<file path="config.mk">
export PLATFORM = sky130hd
export DESIGN_NAME = dac_wave_source_flat
export DESIGN_NICKNAME = d
export VERILOG_FILES = /design/src/rtl/dac_wave_source_if.sv /design/src/rtl/dac_wave_source.sv /design/src/flat_wrapper.sv
export SDC_FILE = /design/constraint.sdc
export NUM_CORES = 1
export LEC_CHECK = 0
export BUFFER_PORTS_ARGS = -buffer_cell sky130_fd_sc_hd__buf_2
export CAP_MARGIN = 5
export CORE_MARGIN = 3
export CORE_UTILIZATION = 35
export CTS_CLUSTER_DIAMETER = 30
export DETAILED_ROUTE_END_ITERATION = 16
export PLACE_DENSITY = 0.6
export RECOVER_POWER = 50
export REMOVE_ABC_BUFFERS = 1
export SKIP_CTS_REPAIR_TIMING = 1
export SYNTH_ARGS = -nofsm -noshare
export SYNTH_HDL_FRONTEND = slang
export SYNTH_SLANG_ARGS = --single-unit
</file>
<file path="constraint.sdc">
create_clock -name clk -period 2.4 [get_ports clk]
set_input_delay 0.24 -clock clk [delete_from_list [all_inputs] [get_ports clk]]
set_output_delay 0.24 -clock clk [all_outputs]
set_load 0.05 [all_outputs]
</file>
<file path="src/rtl/dac_wave_source_if.sv">
// Sample handshake between the waveform source and the DAC serializer.
// The source drives data/valid; the consumer drives ready.
interface dac_wave_source_if #(
    parameter int unsigned DATA_W = 12
) ();

    logic [DATA_W-1:0] sample_data;
    logic              sample_valid;
    logic              sample_ready;

    modport master (
        output sample_data,
        output sample_valid,
        input  sample_ready
    );

    modport slave (
        input  sample_data,
        input  sample_valid,
        output sample_ready
    );

endinterface

</file>
<file path="src/rtl/dac_wave_source.sv">
// Rate-controlled 12-bit waveform generator (ramp up/down, triangle, square) feeding the
// DAC serializer through a one-entry holding register with overrun reporting.
module dac_wave_source #(
    parameter int unsigned DATA_W = 12,
    parameter int unsigned DIV_W  = 16,
    parameter int unsigned CNT_W  = 8
) (
    input  logic                  clk,
    input  logic                  reset,
    input  logic                  enable,
    input  logic [1:0]            mode,
    input  logic [DATA_W-1:0]     step,
    input  logic [DIV_W-1:0]      rate_div,
    dac_wave_source_if.master     smp,
    output logic                  overrun,
    output logic [CNT_W-1:0]      overrun_count
);

    typedef enum logic [1:0] {
        ModeRampUp   = 2'd0,
        ModeRampDown = 2'd1,
        ModeTriangle = 2'd2,
        ModeSquare   = 2'd3
    } mode_e;

    typedef enum logic {
        DirUp   = 1'b0,
        DirDown = 1'b1
    } dir_e;

    localparam logic [DATA_W-1:0] CODE_MAX = '1;
    localparam logic [CNT_W-1:0]  CNT_MAX  = '1;

    logic [DIV_W-1:0]  div_cnt_q, div_cnt_d;
    logic [DATA_W-1:0] acc_q, acc_d;
    dir_e              dir_q, dir_d;
    logic              sq_q, sq_d;
    logic [DATA_W-1:0] data_q, data_d;
    logic              valid_q, valid_d;
    logic              overrun_q, overrun_d;
    logic [CNT_W-1:0]  ovr_cnt_q, ovr_cnt_d;

    logic              tick;
    logic              slot_free;
    logic [DATA_W:0]   sum;
    logic [DATA_W-1:0] emitted;

    // Divider: >= compare so lowering rate_div mid-count never forces a full wrap.
    always_comb begin
        tick      = enable && (div_cnt_q >= rate_div);
        div_cnt_d = div_cnt_q;
        if (!enable || tick) begin
            div_cnt_d = '0;
        end else begin
            div_cnt_d = div_cnt_q + DIV_W'(1);
        end
    end

    always_comb begin
        sum     = {1'b0, acc_q} + {1'b0, step};
        emitted = acc_q;
        if (mode_e'(mode) == ModeSquare) begin
            emitted = sq_q ? CODE_MAX : '0;
        end
    end

    // Waveform state; acc and dir persist across mode changes while enabled.
    always_comb begin
        acc_d = acc_q;
        dir_d = dir_q;
        sq_d  = sq_q;
        if (!enable) begin
            acc_d = '0;
            dir_d = DirUp;
            sq_d  = 1'b0;
        end else if (tick) begin
            unique case (mode_e'(mode))
                ModeRampUp: begin
                    acc_d = acc_q + step;
                end
                ModeRampDown: begin
                    acc_d = acc_q - step;
                end
                ModeTriangle: begin
                    if (dir_q == DirUp) begin
                        if (sum >= {1'b0, CODE_MAX}) begin
                            acc_d = CODE_MAX;
                            dir_d = DirDown;
                        end else begin
                            acc_d = sum[DATA_W-1:0];
                        end
                    end else begin
                        if (acc_q <= step) begin
                            acc_d = '0;
                            dir_d = DirUp;
                        end else begin
                            acc_d = acc_q - step;
                        end
                    end
                end
                ModeSquare: begin
                    sq_d = ~sq_q;
                end
            endcase
        end
    end

    // Holding register: a slot is free if empty or being drained on this edge.
    always_comb begin
        slot_free = !valid_q || smp.sample_ready;
        data_d    = data_q;
        valid_d   = valid_q;
        overrun_d = overrun_q;
        ovr_cnt_d = ovr_cnt_q;
        if (!enable) begin
            data_d  = '0;
            valid_d = 1'b0;
        end else if (tick) begin
            if (slot_free) begin
                data_d  = emitted;
                valid_d = 1'b1;
            end else begin
                overrun_d = 1'b1;
                if (ovr_cnt_q != CNT_MAX) begin
                    ovr_cnt_d = ovr_cnt_q + CNT_W'(1);
                end
            end
        end else if (valid_q && smp.sample_ready) begin
            valid_d = 1'b0;
        end
    end

    always_ff @(posedge clk) begin
        if (reset) begin
            div_cnt_q <= '0;
            acc_q     <= '0;
            dir_q     <= DirUp;
            sq_q      <= 1'b0;
            data_q    <= '0;
            valid_q   <= 1'b0;
            overrun_q <= 1'b0;
            ovr_cnt_q <= '0;
        end else begin
            div_cnt_q <= div_cnt_d;
            acc_q     <= acc_d;
            dir_q     <= dir_d;
            sq_q      <= sq_d;
            data_q    <= data_d;
            valid_q   <= valid_d;
            overrun_q <= overrun_d;
            ovr_cnt_q <= ovr_cnt_d;
        end
    end

    assign smp.sample_data  = data_q;
    assign smp.sample_valid = valid_q;
    assign overrun          = overrun_q;
    assign overrun_count    = ovr_cnt_q;

endmodule
</file>
<file path="src/flat_wrapper.sv">
// flat-port wrapper written by rule: the top's interface ports become plain ports
module dac_wave_source_flat 
#(
    parameter int unsigned DATA_W = 12,
    parameter int unsigned DIV_W  = 16,
    parameter int unsigned CNT_W  = 8
)
  (clk, reset, enable, mode, step, rate_div, overrun, overrun_count, smp_sample_data, smp_sample_valid, smp_sample_ready);
  dac_wave_source_if #(.DATA_W(DATA_W)) smp_i ();
  input  logic clk;
  input  logic reset;
  input  logic enable;
  input  logic [1:0] mode;
  input  logic [DATA_W-1:0] step;
  input  logic [DIV_W-1:0] rate_div;
  output logic overrun;
  output logic [CNT_W-1:0] overrun_count;
  output wire logic [$bits(smp_i.sample_data)-1:0] smp_sample_data;
  output wire logic [$bits(smp_i.sample_valid)-1:0] smp_sample_valid;
  input wire logic [$bits(smp_i.sample_ready)-1:0] smp_sample_ready;
  assign smp_sample_data = smp_i.sample_data;
  assign smp_sample_valid = smp_i.sample_valid;
  assign smp_i.sample_ready = smp_sample_ready;
  dac_wave_source #(.DATA_W(DATA_W), .DIV_W(DIV_W), .CNT_W(CNT_W)) u_core (.clk(clk), .reset(reset), .enable(enable), .mode(mode), .step(step), .rate_div(rate_div), .smp(smp_i), .overrun(overrun), .overrun_count(overrun_count));
endmodule
</file>
==> out/metrics.csv, run 1 <==
stage,metric,value,unit
setup_path,r2r_cells,9,
routing,drt_first_iter_violations,309,
setup_path,cp-end-kind,register,
setup_path,crit_fanout,7,
yosys,synth_area,4360,sq um
floorplan,start_util,36.0,%
setup_path,worst_path_max_delay_cell,or3_1,
setup_path,r2r-end,u_core.acc_q[2],
status,violations,setup timing,
timing,skew,14.6,ps
timing,fin_setup_tns,-2060,ps
floorplan,dieArea,13800,sq um
yosys,yosys_warnings,0,
setup_path,critical_path_cell_count,9,
floorplan,io-pin-count,56,
setup_path,crit_end,u_core.acc_q[2],
layout,post-route-util,49.8,%
yosys,syn_inst,559,
placement,dpl.cell_count,856,
routing,vias,4630,
grt,grt_start_max_net_pins,25,
floorplan,row_count,40,
layout,seqCellArea,1060,sq um
setup_path,slowest_delay,450,ps
setup_path,path_cells,ha_1 -> buf_4 -> nand4_1 -> or3_1 -> o21ai_2 -> a221oi_2 -> or3_1 -> and3_1 -> a32o_1,
timing,final_hold_viol_count,0,
setup_path,worstPathArrival,2800,ps
flow_run,drv_cap,0,
grt,grt_pass1_wl,21800,microns
layout,fill_cells,1198,
floorplan,core,12100,sq um
setup_path,worstSetupPathType,reg2reg,
timing,maxSlewViolCount,0,
layout,drive_above_1_share,32.2,%
layout,area_delta_synth_final,38.3,%
pwr,leakage,0.00256,uW
yosys,ys_types,74,
timing,fmax,383,MHz
floorplan,die_y,118,microns
routing,wl_per_cell,15.8,microns
clock_network,cts_buffer_depth,2,
setup_path,critical_path_required,2590,ps
timing,worst_slack,-213,ps
placement,place_congestion,0.950,
yosys,synth_ff_type,dfxtp_1,
yosys,yosys_register_bits,52,
layout,multiInputGateArea,3260,sq um
timing,period_share,109,%
clock_network,cts_tree,built,
status,status,"complete, but fails checks",
timing,relSlewSlack,52.3,%
yosys,avgSynthCellArea,7.79,sq um
timing,fin_crit,2610,ps
grt,grt_pass1_vias,4647,
routing,route.detailed.drc,0,
clock_network,cts-root-buf,clkbuf_16,
routing,ant_nets,0,
setup_path,cp-start-kind,register,
layout,instances_no_fill,875,
clock_network,cts.sinks,52,
setup_path,ff2ff_setup_slack,-210,ps
floorplan,die_w,118,microns
timing,finalSetupViolCount,13,
grt,grt_use_total,18.8,%
placement,io_buffers,55,
grt,grt-ovfl-total,0,
placement,dp_slack,-439,ps
setup_path,cp_top_family,simple AND/OR/NAND/NOR gates,
clock_network,clock_latency,300,ps
setup_path,crit_top_cell,or3_1,
layout,diodes,0,
pwr,pwr_density_cell,345,nW/um^2
routing,via_per_inst,5.29,
routing,drt-total-wl,13800,microns
pwr,ir_drop,259,uV
setup_path,crit_buf_inv,1,
layout,finalNetCount,787,
yosys,async_flop_share,0,%
timing,worst_slew_pin_slew,707,ps
grt,antenna_found_initial,0,
yosys,synth_edf_count,0,
timing,rsz0062_at_grt,yes,
placement,place_hpwl,10700,microns
setup_path,r2r_start,u_core.acc_q[8],
routing,dr.pass1.iters,5,
setup_path,crit_path_start,u_core.acc_q[8],
clock_network,cts_inserted_buffers,5,
yosys,yosysSeqAreaShare,23.9,%
min_path,hold_class,in2reg,
clock_network,htree_num_levels,2,
clock_network,clk_pin_slew,80,ps
==> power by group <==
part	internal, uW	total (uW)	switching (uW)
clock	498	844	347
combinational	170	375	205
sequential	860	861	1.19
total	1530	2080	553
==> kinds of logic after synthesis <==
logic type / count (synthesis) / synth area share, %
DFF: 52 / 23.9
AOI/OAI and AO/OA: 166 / 26.2
buffers and inverters: 81 / 7.95
and+or+nand+nor: 184 / 22.0
adders and majority gates: 47 / 13.8
xor gates and xnor gates: 27 / 5.60
muxes: 2 / 0.460
==> routing by layer <==
metal	global-route usage [%]	up-vias	share of wire (%)
met2	32.4	143	49
met1	23.3	2154	43
met5	0	-	0
met4	8.50	0	3.4
met3	2.74	38	4.6
li1	-	2295	-
==> final cells by class <==
type / instances / share of cell area [%]
Inverter: 51 / 3.18
Clock inverter: 2 / 0.644
Timing Repair Buffer: 170 / 18.9
Multi-Input combinational cell: 426 / 54.1
Tap cell: 168 / 3.49
Clock buffer: 6 / 2.14
Sequential cell: 52 / 17.5
==> worst register-to-register path, stage by stage (launching register included) <==
cell      delay, ps
dfxtp_1         350
ha_1            360
buf_4           180
nand4_1         130
or3_1           450
o21ai_2         110
a221oi_2        110
or3_1           340
and3_1          210
a32o_1          260
==> Yosys cell counts (7+ instances only) <==
| master | n | area (sq um) |
|---|---|---|
| a211oi_1 | 19 | 143 |
| a21o_1 | 7 | 52.6 |
| dfxtp_1 | 52 | 1040 |
| nor2_1 | 55 | 206 |
| or3_1 | 11 | 68.8 |
| nand3_1 | 23 | 115 |
| nand2_1 | 27 | 101 |
| clkbuf_1 | 14 | 52.6 |
| buf_2 | 9 | 45.0 |
| ha_1 | 45 | 563 |
| nor3_1 | 12 | 60.1 |
| xor2_1 | 13 | 114 |
| xnor2_1 | 13 | 114 |
| inv_1 | 48 | 180 |
| o21ai_0 | 21 | 105 |
| nor2b_1 | 12 | 75.1 |
| a21oi_1 | 51 | 255 |
| nand2b_1 | 8 | 50.1 |
| and3_1 | 12 | 75.1 |
==> sequential cells by signal, indices dropped and copies added (netlist names) <==
register and flops:
u_core.dir_q 1, u_core.smp.sample_valid 1, u_core.div_cnt_q 16, u_core.sq_q 1, u_core.acc_q 12, u_core.overrun 1, u_core.overrun_count 8, u_core.smp.sample_data 12
==> worst min-delay path by stage <==
stage	start	endpoint	slack [ps]	cells past startpoint
4_1_cts	reset	u_core.overrun_count[4]	250	2
3_5_place_dp	u_core.overrun	u_core.overrun	440	2
2_1_floorplan	reset	u_core.overrun	310	1
6_report	reset	u_core.overrun_count[5]	260	2
5_1_grt	reset	u_core.overrun_count[5]	260	2
3_3_place_gp	u_core.overrun	u_core.overrun	440	2
==> per-stage QoR <==
stage	instance area (sq um)	total power [uW]	hold slack [ps]
2_1_floorplan	4200	1060	309
3_3_place_gp	5480	1220	438
3_5_place_dp	5480	1220	442
4_1_cts	5650	2070	250
5_1_grt	6030	2170	258
6_report	6030	2080	256
==> placed cells by master (no fill, tap or decap), types with 10 or more instances in the layout <==
| cell | Yosys | routed |
|---|---|---|
| a211oi_2 | 0 | 10 |
| a21oi_1 | 51 | 47 |
| and3_1 | 12 | 11 |
| buf_2 | 9 | 33 |
| buf_4 | 4 | 113 |
| clkbuf_1 | 14 | 23 |
| dfxtp_1 | 52 | 45 |
| ha_1 | 45 | 39 |
| inv_1 | 48 | 48 |
| nand2_1 | 27 | 24 |
| nand3_1 | 23 | 23 |
| nor2_1 | 55 | 51 |
| nor2b_1 | 12 | 11 |
| nor3_1 | 12 | 10 |
| o21ai_0 | 21 | 17 |
| or3_1 | 11 | 11 |
| xnor2_1 | 13 | 13 |
| xor2_1 | 13 | 13 |
Power figures use the tool's default switching activity.
==> inputs of run 2 (changes only) <==
--- a/config.mk
+++ b/config.mk
@@ -14,6 +14,7 @@
 export PLACE_DENSITY = 0.6
 export RECOVER_POWER = 50
 export REMOVE_ABC_BUFFERS = 1
+export SETUP_SLACK_MARGIN = 0.4
 export SKIP_CTS_REPAIR_TIMING = 1
 export SYNTH_ARGS = -nofsm -noshare
 export SYNTH_HDL_FRONTEND = slang
==> out/metrics.csv, run 2 (synthesis results as in run 1) <==
stage,metric,value,unit
min_path,hold_class,in2reg,
floorplan,core,12100,sq um
layout,fin_area,6400,sq um
grt,grt_pass1_vias,4647,
timing,fin_crit,2620,ps
setup_path,critical_path_required,2590,ps
timing,finalSetupViolCount,13,
layout,fill_cells,1157,
layout,final_common_cell,buf_4,
pwr,power.share.clock,40.1,%
placement,place_congestion,0.950,
timing,skew,14.4,ps
clock_network,cts_tree,built,
timing,period_share,109,%
status,status,"complete, but fails checks",
status,violations,setup timing,
pwr,intPower,1530,uW
placement,dpl.cell_count,856,
floorplan,io-pin-count,56,
setup_path,cp_top_family,simple AND/OR/NAND/NOR gates,
placement,place_hpwl,10700,microns
routing,via_per_inst,5.39,
routing,dr.pass1.iters,5,
floorplan,die_y,118,microns
layout,multiInputGateArea,3570,sq um
pwr,leakage,0.00262,uW
clock_network,cts_inserted_buffers,5,
setup_path,slowest_delay,450,ps
grt,grt_use_total,18.8,%
grt,grt-ovfl-total,0,
grt,grt_start_max_net_pins,25,
timing,relSlewSlack,53.3,%
timing,worst_slack,-219,ps
grt,grt_pass1_wl,21800,microns
setup_path,path_cells,ha_1 -> buf_4 -> nand4_1 -> or3_1 -> o21ai_2 -> a221oi_2 -> or3_1 -> and3_1 -> a32o_1,
timing,final_hold_viol_count,0,
layout,area_delta_synth_final,46.9,%
setup_path,worstSetupPathType,reg2reg,
routing,route.detailed.drc,0,
setup_path,cp-end-kind,register,
pwr,pwr-share-comb,19.0,%
pwr,ir_drop,259,uV
floorplan,dieArea,13800,sq um
floorplan,die_w,118,microns
placement,io_buffers,55,
setup_path,worst_path_max_delay_cell,or3_1,
layout,seqCellArea,1070,sq um
routing,ant_nets,0,
clock_network,cts.sinks,52,
pwr,pwr-share-seq,40.9,%
setup_path,crit_buf_inv,1,
layout,instances_no_fill,883,
setup_path,crit_top_cell,or3_1,
routing,drt_first_iter_violations,370,
floorplan,row_count,40,
clock_network,htree_num_levels,2,
timing,hold-worst-slack,255,ps
layout,drive_above_1_share,39.3,%
timing,worst_slew_pin_slew,693,ps
clock_network,clock_latency,300,ps
flow_run,drv_cap,0,
setup_path,cp-start-kind,register,
layout,finalNetCount,795,
routing,vias,4756,
routing,wl_per_cell,16.2,microns
setup_path,crit_fanout,7,
pwr,swShare,27.0,%
floorplan,start_util,36.0,%
layout,diodes,0,
timing,fmax,382,MHz
timing,rsz0062_at_grt,yes,
grt,antenna_found_initial,0,
pwr,power.switching,565,uW
clock_network,clk_pin_slew,80,ps
timing,maxSlewViolCount,0,
clock_network,cts_buffer_depth,2,
layout,post-route-util,52.8,%
setup_path,worstPathArrival,2810,ps
routing,drt-total-wl,14300,microns
pwr,power,2100,uW
pwr,pwr_density_cell,328,nW/um^2
placement,dpl_cell_area,5480,sq um
clock_network,cts-root-buf,clkbuf_16,
layout,regMostFlops,u_core.div_cnt_q,
layout,layout_common_cells,"115 x buf_4, 48 x inv_1, 44 x a21oi_1, 38 x dfxtp_1, 33 x buf_2",
layout,largest_reg_flops,16,
==> run 2: changes by cell type in the layout (fill, tap and decap cells not counted), moves of 4 or more <==
| cell | change |
|---|---|
| buf_6 | +4 |
| nor2_4 | +11 |
| dfxtp_1 | -7 |
| ha_4 | +7 |
| nor2_1 | -20 |
| nor2_2 | +9 |
| ha_1 | -7 |
| dfxtp_2 | +4 |
==> run 2: cell type report <==
type,instances,area share (%)
inverter,51,2.99
sequential,52,16.8
clock inverter,2,0.606
tap,168,3.29
multi-input combinational,427,55.8
timing repair buffer,177,18.5
clock buffer,6,2.01
==> run 2: worst paths after layout <==
check,startpoint,end,slack (ps),depth (start not counted)
worst max-delay path,u_core.acc_q[8],u_core.acc_q[2],-220,9
worst min-delay path,reset,u_core.overrun_count[2],260,2
worst max register to register,u_core.acc_q[8],u_core.acc_q[2],-220,9
worst min register to register,u_core.overrun,u_core.overrun,470,2
==> run 2: power by group through the flow <==
stage | clock [uW] | sequential (uW) | combinational, uW
2_1_floorplan | 0 | 885 | 176
3_3_place_gp | 0 | 885 | 333
3_5_place_dp | 0 | 885 | 340
4_1_cts | 864 | 865 | 341
5_1_grt | 901 | 858 | 433
6_report | 841 | 858 | 397
==> run 2: metal layers <==
metal	up-vias	GRT usage [%]	part of all wire [%]
met5	-	0	0
met2	162	32.4	49
met4	0	8.50	3.4
met3	32	2.74	4.8
met1	2249	23.3	42
li1	2313	-	-
==> run 2: through the flow <==
step	TNS [ps]	setup WS, ps
floorplan	-956	-195
global placement	-3310	-343
detailed placement	-4490	-439
CTS	-4200	-396
global route	-5350	-346
finish	-2210	-219
